<file path="config.mk">
export PLATFORM = sky130hd
export DESIGN_NAME = program_loader
export DESIGN_NICKNAME = d
export VERILOG_FILES = /design/src/rtl/program_loader.sv
export SDC_FILE = /design/constraint.sdc
export NUM_CORES = 1
export LEC_CHECK = 0
export CAP_MARGIN = 30
export CORE_ASPECT_RATIO = 1.4
export CORE_MARGIN = 1.5
export CORE_UTILIZATION = 30
export CTS_CLUSTER_SIZE = 24
export DETAILED_ROUTE_END_ITERATION = 10
export HOLD_SLACK_MARGIN = 0.03
export PLACE_DENSITY = 0.53
export SLEW_MARGIN = 20
export SYNTH_ARGS = -nofsm -noshare
export SYNTH_HDL_FRONTEND = slang
export SYNTH_SLANG_ARGS = --single-unit
</file>
<file path="constraint.sdc">
create_clock -name clock -period 3 [get_ports clock]
set_clock_uncertainty 0.05 [all_clocks]
set_input_delay 0.6 -clock clock [delete_from_list [all_inputs] [get_ports clock]]
set_output_delay 0.6 -clock clock [all_outputs]
set_load 0.05 [all_outputs]
</file>
<file path="src/rtl/program_loader.sv">
// program_loader: receives a framed byte stream {N, N x {addr, data}[, checksum]},
// issues one program-memory write per record, waits for load_done and then
// raises start_execution. Define LOADER_CHECKSUM_EN to require a trailing
// XOR checksum byte covering every preceding frame byte.
module program_loader #(
  parameter int ADDR_WIDTH   = 5,
  parameter int DATA_WIDTH   = 8,
  parameter int DONE_TIMEOUT = 255
) (
  input  logic                  clock,
  input  logic                  reset,
  input  logic [DATA_WIDTH-1:0] in_data,
  input  logic                  in_valid,
  output logic                  in_ready,
  output logic [ADDR_WIDTH-1:0] prog_addr,
  output logic [DATA_WIDTH-1:0] prog_data_in,
  output logic                  prog_write_enable,
  input  logic                  load_done,
  output logic                  start_execution,
  output logic                  busy,
  output logic                  error
);

  typedef enum logic [2:0] {
    IDLE,
    ADDR,
    DATA,
    WRITE,
`ifdef LOADER_CHECKSUM_EN
    CHECK,
`endif
    WAIT_DONE,
    START,
    ERROR
  } state_e;

`ifdef LOADER_CHECKSUM_EN
  localparam state_e FRAME_END = CHECK;
`else
  localparam state_e FRAME_END = WAIT_DONE;
`endif

  localparam logic [7:0] TIMEOUT_C = 8'(DONE_TIMEOUT);

  state_e                state_q, state_d;
  logic [DATA_WIDTH-1:0] rec_cnt_q, rec_cnt_d;
  logic [ADDR_WIDTH-1:0] addr_q, addr_d;
  logic [ADDR_WIDTH-1:0] prog_addr_q, prog_addr_d;
  logic [DATA_WIDTH-1:0] prog_data_q, prog_data_d;
  logic [7:0]            tmo_q, tmo_d;
`ifdef LOADER_CHECKSUM_EN
  logic [DATA_WIDTH-1:0] csum_q, csum_d;
`endif

  // State and datapath registers with synchronous reset
  always_ff @(posedge clock) begin
    if (reset) begin
      state_q     <= IDLE;
      rec_cnt_q   <= '0;
      addr_q      <= '0;
      prog_addr_q <= '0;
      prog_data_q <= '0;
      tmo_q       <= '0;
`ifdef LOADER_CHECKSUM_EN
      csum_q      <= '0;
`endif
    end else begin
      state_q     <= state_d;
      rec_cnt_q   <= rec_cnt_d;
      addr_q      <= addr_d;
      prog_addr_q <= prog_addr_d;
      prog_data_q <= prog_data_d;
      tmo_q       <= tmo_d;
`ifdef LOADER_CHECKSUM_EN
      csum_q      <= csum_d;
`endif
    end
  end

  // Next-state, datapath updates and state-decoded outputs
  always_comb begin
    state_d           = state_q;
    rec_cnt_d         = rec_cnt_q;
    addr_d            = addr_q;
    prog_addr_d       = prog_addr_q;
    prog_data_d       = prog_data_q;
    tmo_d             = '0;
`ifdef LOADER_CHECKSUM_EN
    csum_d            = csum_q;
`endif
    in_ready          = 1'b0;
    prog_write_enable = 1'b0;
    start_execution   = 1'b0;
    busy              = 1'b1;
    error             = 1'b0;

    case (state_q)
      IDLE: begin
        in_ready = 1'b1;
        busy     = 1'b0;
        if (in_valid) begin
          rec_cnt_d = in_data;
`ifdef LOADER_CHECKSUM_EN
          csum_d    = in_data;
`endif
          state_d   = (in_data != '0) ? ADDR : FRAME_END;
        end
      end
      ADDR: begin
        in_ready = 1'b1;
        if (in_valid) begin
`ifdef LOADER_CHECKSUM_EN
          csum_d = csum_q ^ in_data;
`endif
          if ((in_data >> ADDR_WIDTH) != '0) begin
            state_d = ERROR;
          end else begin
            addr_d  = in_data[ADDR_WIDTH-1:0];
            state_d = DATA;
          end
        end
      end
      DATA: begin
        in_ready = 1'b1;
        if (in_valid) begin
`ifdef LOADER_CHECKSUM_EN
          csum_d = csum_q ^ in_data;
`endif
          // Output registers are loaded here so they are already valid during
          // the WRITE strobe and keep the last written pair afterwards.
          prog_addr_d = addr_q;
          prog_data_d = in_data;
          state_d     = WRITE;
        end
      end
      WRITE: begin
        prog_write_enable = 1'b1;
        rec_cnt_d         = rec_cnt_q - DATA_WIDTH'(1);
        state_d           = (rec_cnt_q != DATA_WIDTH'(1)) ? ADDR : FRAME_END;
      end
`ifdef LOADER_CHECKSUM_EN
      CHECK: begin
        in_ready = 1'b1;
        if (in_valid) begin
          state_d = (in_data == csum_q) ? WAIT_DONE : ERROR;
        end
      end
`endif
      WAIT_DONE: begin
        if (load_done) begin
          state_d = START;
        end else begin
          tmo_d = tmo_q + 8'd1;
          if (tmo_d == TIMEOUT_C) begin
            state_d = ERROR;
          end
        end
      end
      START: begin
        start_execution = 1'b1;
        busy            = 1'b0;
      end
      ERROR: begin
        error = 1'b1;
        busy  = 1'b0;
      end
      default: begin
        state_d = IDLE;
      end
    endcase
  end

  assign prog_addr    = prog_addr_q;
  assign prog_data_in = prog_data_q;

endmodule

</file>
==> impl_results.md, run 1 <==
- Worst r2r src: state_q[0]
- P_leak: approximately 0.84 nW
- Die height: 94.06 um
- Final setup TNS: 0 ns
- Clock Tree Buf Depth: 2
- Post-CTS setup buffer count: 0
- Max stage delay cell, worst path: clkdlybuf4s50_1
- DR top layer: met4
- Hold path start: prog_data_in[0]
- Syn_nets: 239
- Pwr dens: roughly 520 mW/mm^2
- Total gr overflow: 0
- Hold EP: prog_data_in[0]
- WP buf/inv: 1
- Core area: roughly 0.0058 mm^2
- Dpl cells: roughly 310
- CP delay by family, top: buffers and inverters
- Outcome: finished, final reports clean
- Die Area: 0.006400 mm^2
- Hold crit path type: reg2reg
- Reg2Reg Depth: 7
- Worst Path Max Fanout: 12
- Critical path capture point type: output port
- First-pass GRT wire length: around 7000 um
- Synth warn: 0
- Initial Util: between 30% and 40%
- Fin cells: about 320
- Layout cell share with drive strength beyond 1: 7.937%
- Post_cts resized: 0
- Fin. Hold Viols: 0
- Cell Area, Synth: roughly 0.0018 mm^2
- Port buffer count: 29
- Clock transition at the registers of the reported paths: around 0.080 ns
- CTS root buf: clkbuf_8
- CP required: about 2.4 ns
- Pre-antenna DRT Iters: 4
- Post-synth cell types: 41
- Initial antenna violation count: 0
- F_max: 0.3569 GHz
- ANT nets after route: 0
- Met3 WL: approximately 190 um
- Largest net degree at the start of global routing: 30
- Post-synth EDFFs: 0
- Setup crit start kind: flop
- Diode count: 0
- Least-Margin Pin Slew: around 0.5 ns
- DP HPWL: 3014 um
- #FFs+latches synth: 37
- Peak supply drop: 0.2136 mV
- Crit share post-route: 93.40%
- Synth Area per Inst: ~8 um^2
- WHS Path Cells: 2
- DR vias/cell: 4.913
- # nets final: ~270
- CP Cell Sequence: nor2b_1, nor2_1, nand2_1, o21ai_0, clkdlybuf4s50_1
- H-Tree Depth: 2
- Std cell rows: 33
- Critical Path AT: between 2 and 2.5 ns
- Max-slew violation count: 0
- Post-route DRC: 0
- Area grow syn2layout: 26.48%
- Setup Viol. Count Final: 0
- Max-cap violations: 0
- Post-synthesis sequential area ratio: 41.69%
- Reg2reg end: rec_cnt_q[5]
- Async SR Flop Fraction: 0%
- WP depth: 5
- Initial DRC count: around 150
- Clock sinks: 37
- Unrepaired setup endpoints after global routing: false
- Routability cong.: roughly 0.83
- Cells after synthesis: ~220
- Overall fraction of global-route tracks in use: roughly 15%
- Post-Route WL: approximately 4300 um
- Boundary Pins: 30
- Fill cells: approximately 630
- M1 WL: 1919 um
- Post-layout util: roughly two fifths
- Routed len/inst: between 10 and 15 um
- Die X: between 60 and 70 um
- Number of global-route vias before repair: 1,518
- Main synth FF type: dfxtp_1
- DR vias: 1,582
- Slew HR: 66.41%
- Worst skew pair latency: between 0.2 and 0.3 ns
- CTS tree: yes
- CTS Hold Buffers Added: 0
- Kind of critical path: reg2out
- Largest stage delay on the critical path: between 0.7 and 0.8 ns
- CTS Buf Count: 5
- WL met2: a little over 2000 um
- Reg-to-reg setup timing slack: 1.00 ns
- Clock period minus worst slack: 2.802 ns
-- layer usage --
layer	up-vias	GRT usage, %
met4	0	6.333
met5	-	0
met2	30	24.03
met1	715	18.07
met3	11	3.357
li1	826	-
-- sequential cells by signal, summed over array words and instances (netlist names) --
name          flops
prog_addr         5
addr_q            5
tmo_q             8
rec_cnt_q         8
state_q           3
prog_data_in      8
-- tightest hold or removal path, stage by stage, from the launching register on --
cell	delay [ns]
dfxtp_1	0.31
nand2_1	0.05
a21oi_1	0.05
-- Yosys cell counts, drive strengths merged (2+ instances only) --
cell	n	area share (%)
a211oi	2	0.84
a21oi	30	8.7
a221oi	2	0.99
a32oi	2	0.99
and2	3	1.1
and3	4	1.4
buf	2	1.1
clkbuf	9	1.9
dfxtp	37	42
ha	4	2.8
inv	7	1.5
mux2i	5	2.8
nand2	38	8.0
nand2b	3	1.1
nand3	9	3.1
nor2	26	5.5
nor2b	4	1.4
nor3	8	3.2
nor4	2	0.70
o21ai	5	1.6
o22ai	2	0.70
o311ai	2	0.99
or3	2	0.70
or4	2	1.1
xor2	5	2.5
-- where the power goes --
part | switching [mW] | internal, mW | leakage [nW]
clock | 0.186 | 0.270 | 0.0574
sequential | 0.0235 | 0.507 | 0.300
combinational | 0.107 | 0.0706 | 0.482
total | 0.317 | 0.848 | 0.839
-- cell usage in the layout (no fill, tap or decap), types with 2 or more instances in the layout --
master           Yosys  routed
dfxtp_1             37      37
and3_1               4       4
nor2_1              26      26
nor3_1               6       6
a221oi_1             2       2
o22ai_1              2       2
nand3_2              2       2
or3_1                2       2
a32oi_1              2       2
a211oi_1             2       2
nor2b_1              4       4
nand2_1             38      38
a21oi_1             29      29
and2_1               3       3
ha_1                 4       4
mux2i_1              5       5
clkdlybuf4s50_1      0      28
o21ai_0              4       4
nand2b_1             3       3
o311ai_0             2       2
buf_4                1       3
nor4_1               2       2
nand3_1              7       7
xor2_1               5       5
clkbuf_8             0       6
inv_1                6       6
-- worst max-delay path by stage --
stage / start / endpoint / slack [ns]
floorplan: state_q[2] / busy / 0.75
global placement: state_q[0] / prog_write_enable / 0.49
detailed placement: state_q[0] / prog_write_enable / 0.45
CTS: state_q[0] / prog_write_enable / 0.13
global route: state_q[0] / busy / 0.11
finish: state_q[0] / busy / 0.20
-- per-stage QoR --
step	setup slack (ns)	cell area, um^2	total power [mW]	hold slack (ns)
finish	0.1980	2247	1.165	0.4070
global route	0.1081	2247	1.223	0.4323
CTS	0.1334	2245	1.182	0.4080
detailed placement	0.4543	2125	0.7202	0.3960
global placement	0.4881	2125	0.7202	0.3876
floorplan	0.7453	1777	0.6599	0.3816
-- cells by family (layout without fill, tap and decap cells) --
family / count (synthesis) / count (layout) / share of synthesized area [%]
and+or+nand+nor: 105 / 105 / 28.80
AOI/OAI and AO/OA: 49 / 49 / 16.97
DFF: 37 / 37 / 41.69
buffers and inverters: 18 / 47 / 4.436
xor gates and xnor gates: 5 / 5 / 2.465
muxes: 5 / 5 / 2.817
adders and majority gates: 4 / 4 / 2.817
-- cell type report --
class	instances	area (um^2)	share of cell area (%)
clock buffer	6	82.58	3.675
clock inverter	2	37.54	1.670
inverter	7	26.28	1.169
multi-input combinational	168	957.2	42.59
sequential	37	740.7	32.96
tap	70	87.58	3.898
timing repair buffer	32	315.3	14.03
No activity file was read; power rests on OpenSTA's default activity.
==> inputs of run 2 (changes only) <==
==> constraint.sdc (replaced) <==
create_clock -name clock -period 3 [get_ports clock]
set_clock_uncertainty 0.05 [all_clocks]
set_input_delay 0.6 -clock clock [delete_from_list [all_inputs] [get_ports clock]]
set_output_delay 0.6 -clock clock [all_outputs]
set_load 0.005 [all_outputs]
==> run 2 against run 1 <==
Via count down 0.70%. Maximum frequency up 4.1%. Cell area decreased by 1.9%. Sequential power about the same. Routed wire length is 1.3% higher. Total power is 11% lower. Worst setup slack improved by 0.11 ns. First-iteration DRC count fell by 1.4%. Non-clock buffer count decreased by 1. Register-to-register slack got worse by 0.11 ns. Critical path type unchanged. Critical endpoint is now prog_write_enable.
==> impl_results.md, run 2 (synthesized netlist as in run 1, its figures left out) <==
- Power Total: 1.034 mW (was 1.165 mW)
- Std cell rows: 33 (unchanged)
- Clock share of power: 34.0% (was 39.2%)
- Clock Tree Buf Depth: 2 (unchanged)
- Area grow syn2layout: 24.01% (was 26.48%)
- CP required: 2.35 ns (about the same)
- Post-route DRC: 0 (unchanged)
- First-pass GRT wire length: 7058 um (was 7134 um)
- Net Sw Frac: 28.70% (was 27.20%)
- Critical Path AT: 2.04 ns (was 2.15 ns)
- Clock transition at the registers of the reported paths: 0.08 ns (about the same)
- Clock period minus worst slack: 2.692 ns (was 2.802 ns)
- Die X: 68.04 um (unchanged)
- Routability cong.: 0.7831 (was 0.8344)
- Unrepaired setup endpoints after global routing: false (unchanged)
- Max stage delay cell, worst path: dfxtp_1 (was clkdlybuf4s50_1)
- Crit share post-route: 89.73% (was 93.40%)
- CP Cell Sequence: nand2_1, or2_1, inv_2, clkdlybuf4s50_1 (was nor2b_1, nor2_1, nand2_1, o21ai_0, clkdlybuf4s50_1)
- Most common cell after layout, fill and taps aside: nand2_1 (unchanged)
- DP HPWL: 3102 um (was 3014 um)
- CTS tree: yes (unchanged)
- Max-cap violations: 0 (unchanged)
- H-Tree Depth: 2 (unchanged)
- Fin. Hold Viols: 0 (unchanged)
- CP delay by family, top: flip-flops (was buffers and inverters)
- Post-Route WL: 4332 um (was 4275 um)
- Kind of critical path: reg2out (unchanged)
- Internal power: 737.1 uW (was 848.4 uW)
- Boundary Pins: 30 (unchanged)
- Post-CTS setup buffer count: 0 (unchanged)
- Clock sinks: 37 (unchanged)
- Hold crit path type: reg2reg (unchanged)
- ANT nets after route: 0 (unchanged)
- Comb pwr share: 14.4% (was 15.3%)
- Final setup TNS: 0 ns (unchanged)
- Core area: 0.005781 mm^2 (unchanged)
- Initial antenna violation count: 0 (unchanged)
- Pre-antenna DRT Iters: 4 (unchanged)
- Max-slew violation count: 0 (unchanged)
- Post_cts resized: 0 (unchanged)
- DR vias/cell: 4.894 (was 4.913)
- Least-Margin Pin Slew: 0.5215 ns (was 0.5023 ns)
- Most frequent cells in the layout: nand2_1 (38), dfxtp_1 (37), a21oi_1 (29), clkdlybuf4s50_1 (29), nor2_1 (26) (was nand2_1 (38), dfxtp_1 (37), a21oi_1 (29), clkdlybuf4s50_1 (28), nor2_1 (26))
- Total gr overflow: 0 (unchanged)
- F_max: 0.3715 GHz (was 0.3569 GHz)
- Dpl ws: 0.5078 ns (was 0.4543 ns)
- Worst skew pair latency: 0.29 ns (about the same)
- # nets final: 266 (was 267)
- CTS root buf: clkbuf_8 (unchanged)
- Critical path capture point type: output port (unchanged)
- Die height: 94.06 um (unchanged)
- Sw power: 296.7 uW (was 317.0 uW)
- Layout cell share with drive strength beyond 1: 7.570% (was 7.937%)
- DR vias: 1,571 (was 1,582)
- P_leak: 0.8018 nW (was 0.8391 nW)
- WP buf/inv: 2 (was 1)
- Outcome: finished, final reports clean (unchanged)
- CTS Hold Buffers Added: 0 (unchanged)
- Worst Path Max Fanout: 14 (was 12)
- Largest stage delay on the critical path: 0.65 ns (was 0.74 ns)
- Routed len/inst: 13.50 um (was 13.28 um)
- Pwr dens: 469.2 mW/mm^2 (was 518.6 mW/mm^2)
- Overall fraction of global-route tracks in use: 15.21% (was 14.72%)
- Initial Util: 30.74% (unchanged)
- Number of global-route vias before repair: 1,472 (was 1,518)
- Slew HR: 65.18% (was 66.41%)
- Setup crit start kind: flop (unchanged)
- CTS Buf Count: 5 (unchanged)
- Setup Viol. Count Final: 0 (unchanged)
- Port buffer count: 29 (unchanged)
- Die Area: 0.006400 mm^2 (unchanged)
- Largest net degree at the start of global routing: 30 (unchanged)
- Diode count: 0 (unchanged)
- PnR worst setup slack: 0.3081 ns (was 0.1980 ns)
- Peak supply drop: 0.1657 mV (was 0.2136 mV)
- Flop pwr share: 51.6% (was 45.6%)
- Initial DRC count: 144 (was 146)
==> run 2: changes by cell type in the layout (fill, tap and decap cells not counted), sizes merged <==
cell,change
clkinv,+2
clkdlybuf4s50,+1
bufinv,-1
buf,-1
clkbuf,-1
dlymetal6s2s,-1
==> run 2: worst reg2reg max path: cells and delay by family, from the launching register on <==
family,cells,cell delay (ns)
DFF,1,0.65
buffers and inverters,1,0.12
AOI/OAI and AO/OA,1,0.06
and+or+nand+nor,5,1.10
==> run 2: final cells by class <==
class                   count  area, um^2
clock buffers               5       68.82
clock inverters             3       17.52
fillers                   615        3577
inverters                   7       26.28
multi-input cells         168       957.2
flip-flops and latches     37       740.7
well taps                  70       87.58
repair buffers             31       305.3
==> run 2: final timing paths <==
path,start,to,slack [ns],cells after the start
hold reg to reg,addr_q[1],prog_addr[1],0.40,2
setup / recovery,state_q[1],prog_write_enable,0.31,4
setup reg to reg,state_q[1],rec_cnt_q[5],0.89,7
hold / removal,addr_q[1],prog_addr[1],0.40,2
==> run 2: stage by stage <==
| stage | utilization (%) | cell area [um^2] | hold slack, ns | std cells |
|---|---|---|---|---|
| finish | 38.12 | 2203 | 0.4029 | 321 |
| global route | 38.12 | 2203 | 0.4268 | 321 |
| CTS | 38.12 | 2203 | 0.4097 | 321 |
| detailed placement | 36.62 | 2117 | 0.3985 | 313 |
| global placement | 36.62 | 2117 | 0.3929 | 313 |
| floorplan | - | 1777 | 0.3815 | 223 |
==> run 2: metal layers <==
metal | track usage, % | vias to the layer above | wire length [um]
met3 | 4.197 | 7 | 175
met2 | 23.79 | 29 | 2078
met4 | 8.500 | 0 | 118
met5 | 0 | - | 0
li1 | - | 828 | -
met1 | 18.32 | 707 | 1959
==> run 2: power by group through the flow <==
| stage | clock (mW) | sequential, mW | combinational (mW) |
|---|---|---|---|
| final | 0.351 | 0.534 | 0.149 |
| after floorplan | 0 | 0.533 | 0.104 |
| after global placement | 0 | 0.545 | 0.150 |
| after global routing | 0.386 | 0.538 | 0.167 |
| after detailed placement | 0 | 0.545 | 0.150 |
| after CTS | 0.364 | 0.534 | 0.151 |
